### src/rtl/idct_pkg.sv
`default_nettype none
// ------------------------------------------------------------------
// idct_pkg : shared widths, cosine table and output rounding for idct_1d
// Rev 1.0
// ------------------------------------------------------------------
package idct_pkg;

  localparam int W_IN_DEF       = 15;
  localparam int W_OUT_DEF      = 12;
  localparam int CONST_PREC_DEF = 14;
  localparam int GUARD_DEF      = 3;

  typedef logic [2:0] slot_t;

  // Upper half of a block computes odd-index (O) terms, lower half even-index (E) terms.
  typedef enum logic {
    PH_EVEN = 1'b0,
    PH_ODD  = 1'b1
  } phase_e;

  // c(k,n) * 2^13 for n = 0..3; row 0 holds 0.5 so S0/2 rides the multiplier path.
  localparam int COS_Q [8][4] = '{
    '{ 4096,  4096,  4096,  4096},
    '{ 8035,  6811,  4551,  1598},
    '{ 7568,  3135, -3135, -7568},
    '{ 6811, -1598, -8035, -4551},
    '{ 5793, -5793, -5793,  5793},
    '{ 4551, -8035,  1598,  6811},
    '{ 3135, -7568,  7568, -3135},
    '{ 1598, -4551,  6811, -8035}
  };

  // Drop 'shift' fraction bits with round-half-up, then clamp to a w_out-bit signed range.
  function automatic logic signed [31:0] round_sat(
    input logic signed [31:0] value,
    input int                 shift,
    input int                 w_out
  );
    logic signed [31:0] r;
    logic signed [31:0] hi;
    logic signed [31:0] lo;
    r  = (value + (32'sd1 <<< (shift - 1))) >>> shift;
    hi = (32'sd1 <<< (w_out - 1)) - 32'sd1;
    lo = -(32'sd1 <<< (w_out - 1));
    if (r > hi) begin
      return hi;
    end
    if (r < lo) begin
      return lo;
    end
    return r;
  endfunction

endpackage
`default_nettype wire

### src/rtl/idct_pingpong8.sv
`default_nettype none
// ------------------------------------------------------------------
// idct_pingpong8 : 8-slot collect bank plus held bank, swapped at slot 7
// Rev 1.0
// ------------------------------------------------------------------
module idct_pingpong8
  import idct_pkg::*;
#(
  parameter int WIDTH = 8
) (
  input  logic                   clk,
  input  logic                   rst_n,
  input  logic                   ena,
  input  slot_t                  slot,
  input  logic [WIDTH-1:0]       wr_data,
  output logic [7:0][WIDTH-1:0]  held
);

  // Slot 7 is never parked: it goes straight into the held bank at the swap.
  logic [6:0][WIDTH-1:0] r_collect;

  always_ff @(posedge clk or negedge rst_n) begin
    if (!rst_n) begin
      r_collect <= '0;
      held      <= '0;
    end else if (ena) begin
      if (slot == 3'd7) begin
        held <= {wr_data, r_collect};
      end else begin
        r_collect[slot] <= wr_data;
      end
    end
  end

endmodule
`default_nettype wire

### src/rtl/idct_1d.sv
`default_nettype none
// ------------------------------------------------------------------
// idct_1d : streaming 8-point 1-D inverse DCT, one sample per enabled cycle
// Rev 1.0
// ------------------------------------------------------------------
module idct_1d
  import idct_pkg::*;
#(
  parameter int W_IN       = W_IN_DEF,
  parameter int W_OUT      = W_OUT_DEF,
  parameter int CONST_PREC = CONST_PREC_DEF,
  parameter int GUARD      = GUARD_DEF
) (
  input  logic                    clk,
  input  logic                    rst_n,
  input  logic                    ena_in,
  input  logic signed [W_IN-1:0]  s_in,
  output logic signed [W_OUT-1:0] x_out,
  output logic                    valid_out
);

  localparam int W_EO    = W_IN + 4 + GUARD;
  localparam int W_SUM   = W_EO + 1;
  localparam int W_PROD  = W_IN + CONST_PREC;
  localparam int P_SHIFT = CONST_PREC - 1 - GUARD;
  localparam int O_SHIFT = GUARD + 2;
  localparam logic signed [W_PROD-1:0] C_PROD_HALF = W_PROD'(1) << (P_SHIFT - 1);

  slot_t  r_state;
  phase_e w_phase;

  always_ff @(posedge clk or negedge rst_n) begin
    if (!rst_n) begin
      r_state <= '0;
    end else if (ena_in) begin
      r_state <= r_state + 3'd1;
    end
  end

  assign w_phase = phase_e'(r_state[2]);

  // Capture: top bit tags a slot as carrying a real coefficient.
  logic [7:0][W_IN:0] w_in_held;

  idct_pingpong8 #(
    .WIDTH (W_IN + 1)
  ) u_in_buf (
    .clk     (clk),
    .rst_n   (rst_n),
    .ena     (ena_in),
    .slot    (r_state),
    .wr_data ({1'b1, s_in}),
    .held    (w_in_held)
  );

  // Compute: lane t multiplies S[2t+phase] by c(2t+phase, state mod 4).
  logic signed [W_EO-1:0] w_term [4];
  logic signed [W_EO-1:0] w_dot;

  for (genvar t = 0; t < 4; t++) begin : g_mult
    logic [2:0]                   w_k;
    logic signed [W_IN-1:0]       w_op;
    logic signed [CONST_PREC-1:0] w_coef;
    logic signed [W_PROD-1:0]     w_prod;

    assign w_k      = {2'(t), w_phase};
    assign w_op     = w_in_held[w_k][W_IN-1:0];
    assign w_coef   = CONST_PREC'(COS_Q[w_k][r_state[1:0]]);
    assign w_prod   = w_op * w_coef;
    assign w_term[t] = W_EO'((w_prod + C_PROD_HALF) >>> P_SHIFT);
  end

  assign w_dot = w_term[0] + w_term[1] + w_term[2] + w_term[3];

  logic [7:0][W_EO-1:0] w_eo_held;
  logic [7:0][0:0]      w_sel_held;

  idct_pingpong8 #(
    .WIDTH (W_EO)
  ) u_eo_buf (
    .clk     (clk),
    .rst_n   (rst_n),
    .ena     (ena_in),
    .slot    (r_state),
    .wr_data (w_dot),
    .held    (w_eo_held)
  );

  // Carries the data tag alongside E/O so valid_out tracks the block being emitted.
  idct_pingpong8 #(
    .WIDTH (1)
  ) u_sel_buf (
    .clk     (clk),
    .rst_n   (rst_n),
    .ena     (ena_in),
    .slot    (r_state),
    .wr_data (w_in_held[r_state][W_IN]),
    .held    (w_sel_held)
  );

  // Output butterfly: n<4 -> E[n]+O[n], n>=4 -> E[7-n]-O[7-n]; 7-n is ~n in two bits.
  logic [1:0]              w_pair;
  logic signed [W_EO-1:0]  w_e;
  logic signed [W_EO-1:0]  w_o;
  logic signed [W_SUM-1:0] w_sum;

  assign w_pair = (w_phase == PH_ODD) ? ~r_state[1:0] : r_state[1:0];
  assign w_e    = w_eo_held[{1'b0, w_pair}];
  assign w_o    = w_eo_held[{1'b1, w_pair}];
  assign w_sum  = (w_phase == PH_ODD) ? (W_SUM'(w_e) - W_SUM'(w_o))
                                      : (W_SUM'(w_e) + W_SUM'(w_o));

  assign x_out     = W_OUT'(round_sat(32'(w_sum), O_SHIFT, W_OUT));
  assign valid_out = w_sel_held[r_state][0];

endmodule
`default_nettype wire

### config.mk
export PLATFORM = sky130hd
export DESIGN_NAME = idct_1d
export DESIGN_NICKNAME = d
export VERILOG_FILES = /design/src/rtl/idct_pkg.sv /design/src/rtl/idct_pingpong8.sv /design/src/rtl/idct_1d.sv
export SDC_FILE = /design/constraint.sdc
export NUM_CORES = 2
export LEC_CHECK = 0
export BUFFER_PORTS_ARGS = -buffer_cell sky130_fd_sc_hd__buf_2
export CAP_MARGIN = 20
export CORE_MARGIN = 2
export CORE_UTILIZATION = 60
export DETAILED_ROUTE_END_ITERATION = 16
export PLACE_DENSITY = 0.76
export REMOVE_ABC_BUFFERS = 1
export SLEW_MARGIN = 40
export SYNTH_ARGS = -nofsm -noshare
export SYNTH_HDL_FRONTEND = slang
export SYNTH_SLANG_ARGS = --single-unit
export TNS_END_PERCENT = 20
### constraint.sdc
create_clock -name clk -period 36.2 [get_ports clk]
set_input_delay 1.81 -clock clk [delete_from_list [all_inputs] [get_ports clk]]
set_output_delay 1.81 -clock clk [all_outputs]
set_load 0.02 [all_outputs]
==> results.yml <==
status:
  status: "finished clean"
clock_network:
  clkSinkCount: 588
  cts_buffers: 61
  cts_max_path_buffers: 3
  root_buffer: "clkbuf_16"
  ctsHtreeMaxLevel: 2
  clk-insertion-delay-late_ns: 0.66
  cts_setup_buffers: 0
  ctsHoldBuffers: 0
  cts_resized: 0
  path_clk_slew_ns: 0.07
  cts_tree: "yes"
synthesis:
  yosys.area_share.adder_pct: 37.3
  synth_area_leaders: "fa_1 (30%), dfrtp_1 (26%), mux2_2 (9.0%)"
  synth_cells: 5339
  synthSimpleGateAreaFrac_pct: 9.50
  yosysTopAreaCell: "fa_1"
  yosys.area.top_type_share_pct: 30.1
  synth_edf_count: 0
  synth_cell_types: 80
  yosysSeqAreaShare_pct: 26.0
  synth_ff_type: "dfrtp_1"
  synthTopCellsByCount: "inv_1 (942), fa_1 (849), dfrtp_1 (588), nand2_1 (477), nor2_1 (477)"
  synth_compound_area_share_pct: 5.32
  synth_top_family_by_area: "adder cells"
  synthArstFlopShare_pct: 100
  synth_mux_area_share_pct: 11.8
  synth-seq-cells: 588
  yosysMostFrequentCell: "inv_1"
  syn-cell-area_mm2: 0.0566
  synth.avg_cell_area_um2: 10.6
  synthXorXnorAreaFrac_pct: 2.58
  yosysWarnings: 0
worst_setup_path:
  timing.setup.critical_path_class: "reg2reg"
  r2r_start: "r_state[2]"
  critPathMaxFanout: 38
  critPathSlowestCell: "dfrtp_4"
  crit_arrival_ns: 12.99
  critPathLaunchType: "flip-flop"
  max_stage_delay_ns: 0.83
  cp.required_ns: 36.71
  worst_setup_path_end_kind: "flip-flop"
  cpMostUsedCell: "fa_1"
  cp-startpoint: "r_state[2]"
timing:
  worst_pin_slew_ns: 0.897
  finalSetupTns_ns: 0
  finalClockSkew_ns: 0.0218
  slew_headroom_pct: 38.5
  setup-violations-final: 0
  rsz0062_at_grt: "no"
  final_hold_viol_count: 0
  max_freq_ghz: 0.0801
  slew_viol_final: 0
  fin_crit_ns: 12.48
  min_period_over_period_pct: 34.5
min_path:
  hold_path.class: "reg2reg"
  min_from: "u_in_buf.r_collect[47]"
layout:
  num-nets-final: 6524
  drive_gt1_share_pct: 14.7
  syn2layout_area_growth_pct: 6.98
placed_design:
  portBuffers: 30
  hpwl_um: 108000
  routabilityCongestion: 0.952
floorplanning:
  fp.dieW_um: 311
  fp.dieArea_mm2: 0.0967
  die_height_um: 311
  start_util_pct: 60.6
  row_count: 112
  core_area_mm2: 0.0933
  ios: 31
routing:
  avgRoutedWirePerCell_um: 21.3
  vias_per_cell: 5.78
  wl_um: 141000
  vias: 38400
  drt_iter0_drc: 2809
  drc_errors: 0
  ant_nets: 0
  dr.pass1.iters: 5
grt:
  grt_pass1_wl_um: 229000
  grt_max_degree: 104
  grt_pass1_vias: 41300
  antenna_found_initial: 4
  track_usage_pct: 30.3
  overflow: 0
run:
  drv_cap: 0
## per-layer routing
layer	routed length (um)	part of all wire (%)	global-route usage (%)
met5	12	0.0085	0
met4	6980	5.0	13.0
met3	10700	7.6	4.91
met2	67700	48	50.4
met1	55600	39	39.6
## final timing paths
check | to | slack (ns) | cells past startpoint
min in group asynchronous | u_eo_buf.held[1] | 1.18 | 1
max reg2reg | u_eo_buf.r_collect[108] | 23.72 | 37
max in group asynchronous | u_in_buf.r_collect[53] | 32.62 | 4
min | u_in_buf.r_collect[47] | 0.46 | 1
min reg2reg | u_in_buf.r_collect[47] | 0.46 | 1
max | u_eo_buf.r_collect[108] | 23.72 | 37
## layout by cell type (no fill, tap or decap), drive strengths merged, types with 66 or more instances in the layout
cell / synthesis / routed
nand2: 477 / 477
nor2: 478 / 478
dfrtp: 588 / 588
xnor2: 117 / 117
o21ai: 220 / 220
nor2b: 66 / 66
mux2: 450 / 450
buf: 23 / 101
a21oi: 117 / 117
inv: 944 / 947
fa: 849 / 849
ha: 329 / 329
clkbuf: 153 / 87
## critical path: cells and delay by family (launching register included)
family | cells | cell delay [ns]
adders and majority gates | 11 | 5.31
AOI/OAI and AO/OA | 10 | 2.84
and+or+nand+nor | 7 | 1.61
buffers and inverters | 7 | 0.98
DFF | 1 | 0.83
xor gates and xnor gates | 2 | 0.74
## cell families after synthesis
group                      after synthesis
adders and majority gates             1178
DFF                                    588
AOI/OAI and AO/OA                      497
muxes                                  547
xor gates and xnor gates               166
and+or+nand+nor                       1240
buffers and inverters                 1123
## registers in the layout (all words and copies together) (netlist names)
name,cells
u_sel_buf.r_collect,7
u_sel_buf.held,8
u_eo_buf.r_collect,154
u_in_buf.r_collect,112
r_state,3
u_eo_buf.held,176
u_in_buf.held,128
## metrics by stage
stage | std cells | setup WS, ns | utilization (%) | cell area, um^2 | hold WS, ns
final | 6634 | 23.72 | 64.8 | 60500 | 0.463
after global routing | 6634 | 22.96 | 64.8 | 60500 | 0.487
after CTS | 6632 | 23.86 | 64.8 | 60400 | 0.467
after detailed placement | 6518 | 23.85 | 62.5 | 58300 | 0.448
after global placement | 6518 | 24.12 | 62.4 | 58200 | 0.444
after floorplan | 5163 | 20.65 | - | 55900 | 0.429
## layout make-up
cell class	count	area, um^2
Tap cell	1254	1570
Multi-Input combinational cell	3628	37800
Sequential cell	588	14700
Clock buffer	86	1740
Timing Repair Buffer	102	749
Inverter	947	3550
Fill cell	7250	32800
Clock inverter	28	382
Antenna cell	1	2.50
Power is left out: the tool's default activity adds up to more than one toggle a clock period on the data nets, which glitch-free logic cannot reach.
